===== src/rtl/mult_pkg.sv =====
// rtl/mult_pkg.sv - shared widths and state encoding for the shift-add multiplier
package mult_pkg;

    localparam int OP_W   = 4;
    localparam int PROD_W = 8;

    typedef enum logic [1:0] {
        IDLE = 2'd0,
        RUN  = 2'd1,
        DONE = 2'd2
    } state_e;

endpackage


===== src/rtl/fullhalfadder_4b.sv =====
// rtl/fullhalfadder_4b.sv - 4-bit ripple-carry adder built from one full-adder cell per bit
module fullhalfadder_4b (
    input  logic [3:0] a,
    input  logic [3:0] b,
    input  logic       cin,
    output logic [3:0] sum,
    output logic       carry
);

    logic c1;
    logic c2;
    logic c3;

    assign sum[0] = a[0] ^ b[0] ^ cin;
    assign c1     = (a[0] & b[0]) | (cin & (a[0] ^ b[0]));

    assign sum[1] = a[1] ^ b[1] ^ c1;
    assign c2     = (a[1] & b[1]) | (c1 & (a[1] ^ b[1]));

    assign sum[2] = a[2] ^ b[2] ^ c2;
    assign c3     = (a[2] & b[2]) | (c2 & (a[2] ^ b[2]));

    assign sum[3] = a[3] ^ b[3] ^ c3;
    assign carry  = (a[3] & b[3]) | (c3 & (a[3] ^ b[3]));

endmodule


===== src/rtl/shift_add_mult_4b.sv =====
// rtl/shift_add_mult_4b.sv - sequential 4x4 unsigned shift-and-add multiplier, one add per cycle
module shift_add_mult_4b
    import mult_pkg::*;
(
    input  logic              clk,
    input  logic              rst_n,
    input  logic              start,
    input  logic [OP_W-1:0]   multiplicand,
    input  logic [OP_W-1:0]   multiplier,
    output logic              busy,
    output logic              done,
    output logic [PROD_W-1:0] product
);

    state_e              state_q;
    state_e              state_d;
    logic [OP_W-1:0]     a_q;
    logic [OP_W-1:0]     a_d;
    logic                c_q;
    logic                c_d;
    logic [OP_W-1:0]     q_q;
    logic [OP_W-1:0]     q_d;
    logic [OP_W-1:0]     m_q;
    logic [OP_W-1:0]     m_d;
    logic [1:0]          cnt_q;
    logic [1:0]          cnt_d;
    logic [PROD_W-1:0]   product_q;
    logic [PROD_W-1:0]   product_d;

    logic [OP_W-1:0]     add_b;
    logic [OP_W-1:0]     add_sum;
    logic                add_carry;
    logic                accept;
    logic                last_iter;

    assign add_b     = q_q[0] ? m_q : '0;
    assign accept    = start && ((state_q == IDLE) || (state_q == DONE));
    assign last_iter = (state_q == RUN) && (cnt_q == 2'd3);

    fullhalfadder_4b u_adder (
        .a     (a_q),
        .b     (add_b),
        .cin   (1'b0),
        .sum   (add_sum),
        .carry (add_carry)
    );

    always_ff @(posedge clk or negedge rst_n) begin
        if (!rst_n) begin
            state_q <= IDLE;
        end else begin
            state_q <= state_d;
        end
    end

    always_comb begin
        state_d = state_q;
        case (state_q)
            IDLE:    if (start) state_d = RUN;
            RUN:     if (cnt_q == 2'd3) state_d = DONE;
            DONE:    state_d = start ? RUN : IDLE;
            default: state_d = IDLE;
        endcase
    end

    always_comb begin
        busy = (state_q == RUN);
        done = (state_q == DONE);
    end

    // The adder carry re-enters the top of A through the shift; C keeps the raw carry of the latest step.
    always_comb begin
        a_d       = a_q;
        c_d       = c_q;
        q_d       = q_q;
        m_d       = m_q;
        cnt_d     = cnt_q;
        product_d = product_q;
        if (accept) begin
            m_d   = multiplicand;
            q_d   = multiplier;
            a_d   = '0;
            c_d   = 1'b0;
            cnt_d = 2'd0;
        end else if (state_q == RUN) begin
            {a_d, q_d} = {add_carry, add_sum, q_q[OP_W-1:1]};
            c_d        = add_carry;
            cnt_d      = cnt_q + 2'd1;
            if (last_iter) begin
                product_d = {add_carry, add_sum, q_q[OP_W-1:1]};
            end
        end
    end

    always_ff @(posedge clk or negedge rst_n) begin
        if (!rst_n) begin
            a_q       <= '0;
            c_q       <= 1'b0;
            q_q       <= '0;
            m_q       <= '0;
            cnt_q     <= 2'd0;
            product_q <= '0;
        end else begin
            a_q       <= a_d;
            c_q       <= c_d;
            q_q       <= q_d;
            m_q       <= m_d;
            cnt_q     <= cnt_d;
            product_q <= product_d;
        end
    end

    assign product = product_q;

    logic unused_c;
    assign unused_c = c_q;

endmodule


===== config.mk =====
export PLATFORM = sky130hd
export DESIGN_NAME = shift_add_mult_4b
export DESIGN_NICKNAME = d
export VERILOG_FILES = /design/src/rtl/mult_pkg.sv /design/src/rtl/fullhalfadder_4b.sv /design/src/rtl/shift_add_mult_4b.sv
export SDC_FILE = /design/constraint.sdc
export NUM_CORES = 1
export LEC_CHECK = 0
export CORE_ASPECT_RATIO = 0.9
export CORE_UTILIZATION = 38
export DETAILED_ROUTE_END_ITERATION = 10
export SLEW_MARGIN = 40
export SYNTH_ARGS = -nofsm -noshare
export SYNTH_HDL_FRONTEND = slang
export SYNTH_HIERARCHICAL = 1
export SYNTH_SLANG_ARGS = --single-unit

===== constraint.sdc =====
create_clock -name clk -period 5.2 [get_ports clk]
set_clock_uncertainty 0.1 [all_clocks]
set_input_delay 1.04 -clock clk [delete_from_list [all_inputs] [get_ports clk]]
set_output_delay 1.04 -clock clk [all_outputs]
set_load 0.1 [all_outputs]

==> results by group, run 1 <==
Run status
  • Status: finished, final reports clean

Clock tree
  • Total setup buffers inserted after CTS: 0
  • Root buf cell: clkbuf_4
  • Hold Buf Count CTS: 0
  • CTS resizes: 0
  • Clk slew on worst S/H paths: 130 ps
  • CTS Buf Count: 3
  • H-tree depth: 1
  • Clock sinks: 24
  • CTS tree: yes
  • CTS max path bufs: 2
  • Skew-Pair Late Insertion Delay: 310 ps

Synthesis
  • Top cell type by total area after synthesis: dfrtp_1
  • Most frequent cell after synthesis: dfrtp_1
  • Synth top cells by count: dfrtp_1, mux2_2, inv_1, mux2i_1, a22o_1
  • Synth top area share: 0.495
  • Post-synth ARST share: 1.00
  • Syn_nets: 107
  • Mapped cell area: 1210 sq um
  • Ranking of synthesized cells by area: dfrtp_1, mux2_2, mux2i_1
  • #FFs+latches synth: 24
  • Synth warn: 6
  • EDFF count, synth: 0
  • Unique masters post-synth: 17
  • Register area share after synthesis: 0.495
  • Most used DFF post-synth: dfrtp_1
  • Mean Syn Cell Area: 13.3 sq um
  • Syn Inst Count: 91

Timing
  • Slew HR: 0.596
  • RSZ-0062 raised after global routing: false
  • Final setup vio count: 0
  • Final Hold Vio Count: 0
  • Final Max Tran Viols: 0
  • Part of the cycle the worst path needs: 0.556
  • Fmax: 0.346 GHz
  • Tmin final: 2890 ps
  • Setup TNS: 0 ps
  • Worst Tran Pin Value: 606 ps

Detailed routing
  • DR iter-0 viols: 20
  • Initial DRT Pass Iterations: 2
  • Drt drc: 0
  • Vias per cell: 4.58
  • Antenna Nets Post-Route: 0
  • Post-detailed-route wirelength per cell: 12.8 um
  • Vias after detailed routing: 706
  • Drt total wl: 1970 um

Critical path
  • Largest delay share family, worst path: flip-flops
  • CP max-delay cell: dfrtp_1
  • Worst Setup End Kind: output pin
  • Buf+Inv Stages, Crit Path: 1
  • Startpoint type of the worst setup path: flip-flop
  • Kind of critical path: reg2out
  • CP max FO: 15
  • Max incr delay on CP: 750 ps
  • Crit-path cells: nor2b_1 > buf_2
  • Worst path arrival time: 1750 ps
  • Critical Path RT: 4060 ps

Global routing
  • Initial antenna violation count: 0
  • Vias in the first global route: 711
  • GRT Util Overall: 0.133
  • First-pass GRT wire length: 3250 um
  • Largest net degree at the start of global routing: 25
  • Overflow after GRT: 0

Layout
  • ANT cells: 0
  • Share of cells above drive strength 1: 0.304
  • Register area: 601 sq um
  • Multi-input gate area in the final layout: 547 sq um
  • Layout area overhead: 17.5%
  • Filler cell count: 305
  • Fin nets: 129

Min path
  • Min-delay worst type: reg2reg

Floorplanning
  • Area of the core: 3040 sq um
  • Num rows: 19
  • Chip height: 55.6 um
  • Top-Level Pins: 21
  • Die X-Extent: 61.6 um
  • Die area: 3420 sq um
  • Initial Utilization: 0.399

Placed design
  • Post-detail-place hpwl: 1430 um
  • Final Wtd Congestion: 0.742
  • I/O Buffers: 20

Job
  • MaxCap Viol Count: 0
## per-layer routing
metal | vias up | share of wire | global-route usage
li1 | 348 | - | -
met1 | 340 | 0.52 | 0.199
met2 | 13 | 0.44 | 0.180
met3 | 5 | 0.023 | 0.0279
met4 | 0 | 0.020 | 0.0667
met5 | - | 0 | 0
## path summary, 6_finish.rpt
check / startpoint / end / slack (ps) / cells after the start
min in group asynchronous: rst_n / product[2]$_DFFE_PN0P_ / 580 / 1
worst max-delay path: state_q[0]$_DFFE_PN0P_ / busy / 2310 / 2
max in group asynchronous: rst_n / m_q[1]$_DFFE_PN0P_ / 4070 / 1
worst min-delay path: product[2]$_DFFE_PN0P_ / product[2]$_DFFE_PN0P_ / 420 / 1
worst max register to register: q_q[0]$_DFFE_PN0P_ / a_q[3]$_DFFE_PN0P_ / 2600 / 11
worst min register to register: product[2]$_DFFE_PN0P_ / product[2]$_DFFE_PN0P_ / 420 / 1
## area by class of cell
class	count	area share
repair buffers	20	0.102
multi-input cells	52	0.383
inverters	12	0.0316
well taps	42	0.0368
flip-flops and latches	24	0.421
clock buffers	4	0.0254
## cells in the final DEF, fill, tap and decap left out
master	n
xnor2_1	1
ha_1	1
and2_1	4
clkbuf_8	1
nor2b_2	1
buf_2	11
a22o_1	6
conb_1	1
nor2b_1	2
mux2i_1	12
fa_1	4
mux2_2	17
clkdlybuf4s50_1	9
dfrtp_1	24
nand3b_4	1
inv_1	12
clkbuf_4	3
nor2_1	1
a21o_1	1
## state kept, by name, summed over array words and instances, names as in the netlist
register and cells:
q_q 4, product 8, cnt_q 2, state_q 2, a_q 4, m_q 4
## metrics by stage
stage                     setup WS [ps]  utilization  area [sq um]  cells  hold WS (ps)
after floorplan                    2140            -          1210     91           373
after global placement             1980        0.475          1450    150           386
after detailed placement           2510        0.457          1390    150           389
after CTS                          2280        0.469          1430    154           419
after global routing               2190        0.469          1430    154           430
final                              2310        0.469          1430    154           416
## cell families after synthesis
logic type | Yosys count | share of synthesized area
muxes | 29 | 0.257
DFF | 24 | 0.495
buffers and inverters | 15 | 0.0546
and+or+nand+nor | 9 | 0.0577
AOI/OAI and AO/OA | 7 | 0.0495
adders and majority gates | 5 | 0.0763
other | 1 | 0.00309
xor gates and xnor gates | 1 | 0.00722
Power of run 1 is not shown: default switching activity piles up to over one toggle a cycle in this logic, so the estimate is an artifact.
==> inputs of run 2 (changes only) <==
Clock period 5.2 ns to 2.9 ns, I/O delays scaled along.
==> run 2 against run 1 <==
Effect of this change: sequential share of layout area decreased by 1.5 points; core utilization increased by 1.8 points; critical path depth increased by 9; routed wire length increased by 6.7%; register-to-register slack got worse by 2300 ps; die area unchanged; first-iteration DRC count decreased by 50%; clock-buffer cell count decreased by 1; sequential cell count unchanged; cell count increased by 0.65%; global-route usage increased by 1.2 points; worst hold slack improved by 6.0 ps; critical path type is now reg2reg.
==> results by group, run 2 (same netlist as run 1, synthesis figures left out) <==
Run status
  • Status: finished, final reports clean (unchanged)

Layout
  • Largest register FFs: 8 (unchanged)
  • Commonest non-fill, non-tap cell in the layout: dfrtp_1 (unchanged)
  • ANT cells: 0 (unchanged)
  • Post-Route Utilization: 0.486 (was 0.469)
  • Highest-count cells in the layout ignoring fill and taps: dfrtp_1, mux2_2, inv_1, mux2i_1, buf_4 (was dfrtp_1, mux2_2, inv_1, mux2i_1, buf_2)
  • Layout area overhead: 22.0% (was 17.5%)
  • Share of cells above drive strength 1: 0.301 (was 0.304)
  • Fin nets: 130 (was 129)
  • Filler cell count: 301 (was 305)

Detailed routing
  • Post-detailed-route wirelength per cell: 13.5 um (was 12.8 um)
  • DR iter-0 viols: 10 (was 20)
  • Vias after detailed routing: 716 (was 706)
  • Antenna Nets Post-Route: 0 (unchanged)
  • Drt drc: 0 (unchanged)
  • Initial DRT Pass Iterations: 3 (was 2)
  • Vias per cell: 4.62 (was 4.58)
  • Drt total wl: 2100 um (was 1970 um)

Floorplanning
  • Die X-Extent: 61.6 um (unchanged)
  • Area of the core: 3040 sq um (unchanged)
  • Top-Level Pins: 21 (unchanged)
  • Num rows: 19 (unchanged)
  • Die area: 3420 sq um (unchanged)
  • Chip height: 55.6 um (unchanged)
  • Initial Utilization: 0.399 (unchanged)

Critical path
  • Kind of critical path: reg2reg (was reg2out)
  • CP max FO: 6 (was 15)
  • Worst path arrival time: 2770 ps (was 1750 ps)
  • Startpoint type of the worst setup path: flip-flop (unchanged)
  • CP max-delay cell: dfrtp_1 (unchanged)
  • Worst Setup End Kind: flip-flop (was output pin)
  • Max incr delay on CP: 440 ps (was 750 ps)
  • Critical Path RT: 3060 ps (was 4060 ps)
  • FF-to-FF setup slack: 290 ps (was 2600 ps)
  • Crit-path cells: and2_1 > fa_1 > inv_1 > fa_1 > inv_1 > fa_1 > inv_1 > fa_1 > inv_1 > mux2_2 > a22o_1 (was nor2b_1 > buf_2)

Global routing
  • Overflow after GRT: 0 (unchanged)
  • Vias in the first global route: 739 (was 711)
  • GRT Util Overall: 0.145 (was 0.133)
  • Initial antenna violation count: 0 (unchanged)
  • First-pass GRT wire length: 3570 um (was 3250 um)
  • Largest net degree at the start of global routing: 25 (unchanged)

Timing
  • Slew HR: 0.568 (was 0.596)
  • Fmax: 0.383 GHz
  • RSZ-0062 raised after global routing: false (unchanged)
  • Tmin final: 2610 ps
  • Final Max Tran Viols: 0 (unchanged)
  • Worst Tran Pin Value: 647 ps (was 606 ps)
  • Part of the cycle the worst path needs: 0.901
  • Final Hold Vio Count: 0 (unchanged)
  • Setup TNS: 0 ps (unchanged)
  • Final setup vio count: 0 (unchanged)
  • Hold WS: 422 ps (was 416 ps)

Clock tree
  • CTS max path bufs: 2 (unchanged)
  • CTS Buf Count: 3 (unchanged)
  • Total setup buffers inserted after CTS: 0 (unchanged)
  • Root buf cell: clkbuf_4 (unchanged)
  • Hold Buf Count CTS: 0 (unchanged)
  • CTS tree: yes (unchanged)
  • H-tree depth: 1 (unchanged)
  • Clock sinks: 24 (unchanged)
  • Skew-Pair Late Insertion Delay: 310 ps (about the same)
  • CTS resizes: 0 (unchanged)
  • Clk slew on worst S/H paths: 140 ps (was 130 ps)

Placed design
  • I/O Buffers: 20 (unchanged)
  • Post-detail-place hpwl: 1540 um (was 1430 um)
  • Final Wtd Congestion: 0.712 (was 0.742)

Min path
  • Min-delay worst type: reg2reg (unchanged)

Job
  • MaxCap Viol Count: 0 (unchanged)
run 2: changes by cell type in the layout (fill, tap and decap cells not counted):
cell,previous run,this run
bufinv_16,0,1
clkbuf_8,1,0
buf_2,11,0
clkdlybuf4s50_1,9,10
buf_4,0,11
run 2: final cells by class:
class / count / area (sq um) / area share
Clock buffer: 3 / 22.5 / 0.0152
Clock inverter: 1 / 30.0 / 0.0203
Inverter: 12 / 45.0 / 0.0304
Multi-Input combinational cell: 52 / 547 / 0.369
Sequential cell: 24 / 601 / 0.406
Tap cell: 42 / 52.6 / 0.0355
Timing Repair Buffer: 21 / 183 / 0.123
run 2: layer usage:
| layer | GRT usage | up-vias | routed length, um |
|---|---|---|---|
| li1 | - | 350 | - |
| met1 | 0.220 | 354 | 1020 |
| met2 | 0.206 | 10 | 1000 |
| met3 | 0.0209 | 2 | 57 |
| met4 | 0.0571 | 0 | 22 |
| met5 | 0 | - | 0 |
run 2: through the flow:
step | setup slack (ps) | instance area [sq um] | cells
floorplan | 295 | 1210 | 91
global placement | 386 | 1430 | 151
detailed placement | 297 | 1430 | 151
CTS | 277 | 1480 | 155
global route | 144 | 1480 | 155
finish | 286 | 1480 | 155
run 2: worst paths after layout:
check / startpoint / end / cells after the start
worst max register to register: q_q[0]$_DFFE_PN0P_ / a_q[2]$_DFFE_PN0P_ / 11
max in group asynchronous: rst_n / a_q[1]$_DFFE_PN0P_ / 2
worst min-delay path: product[3]$_DFFE_PN0P_ / product[3]$_DFFE_PN0P_ / 1
min in group asynchronous: rst_n / product[2]$_DFFE_PN0P_ / 2
worst min register to register: product[3]$_DFFE_PN0P_ / product[3]$_DFFE_PN0P_ / 1
worst max-delay path: q_q[0]$_DFFE_PN0P_ / a_q[2]$_DFFE_PN0P_ / 11
run 2: worst max-delay path, delay by kind of cell (launching register included):
family,cells,cell delay [ps]
buf+inv,4,290
compound gates,1,110
simple gates,1,170
flops,1,440
mux,1,140
fa+ha+maj,4,1320
Power of run 2 is left out for the same reason.
==> inputs of run 3 (changes only) <==
Settings changed: SLEW_MARGIN 40 to 25.
==> results of run 3 <==
Same layout as run 2: the final DEF is identical, and so are final timing and power.
Power of run 3 is left out for the same reason.
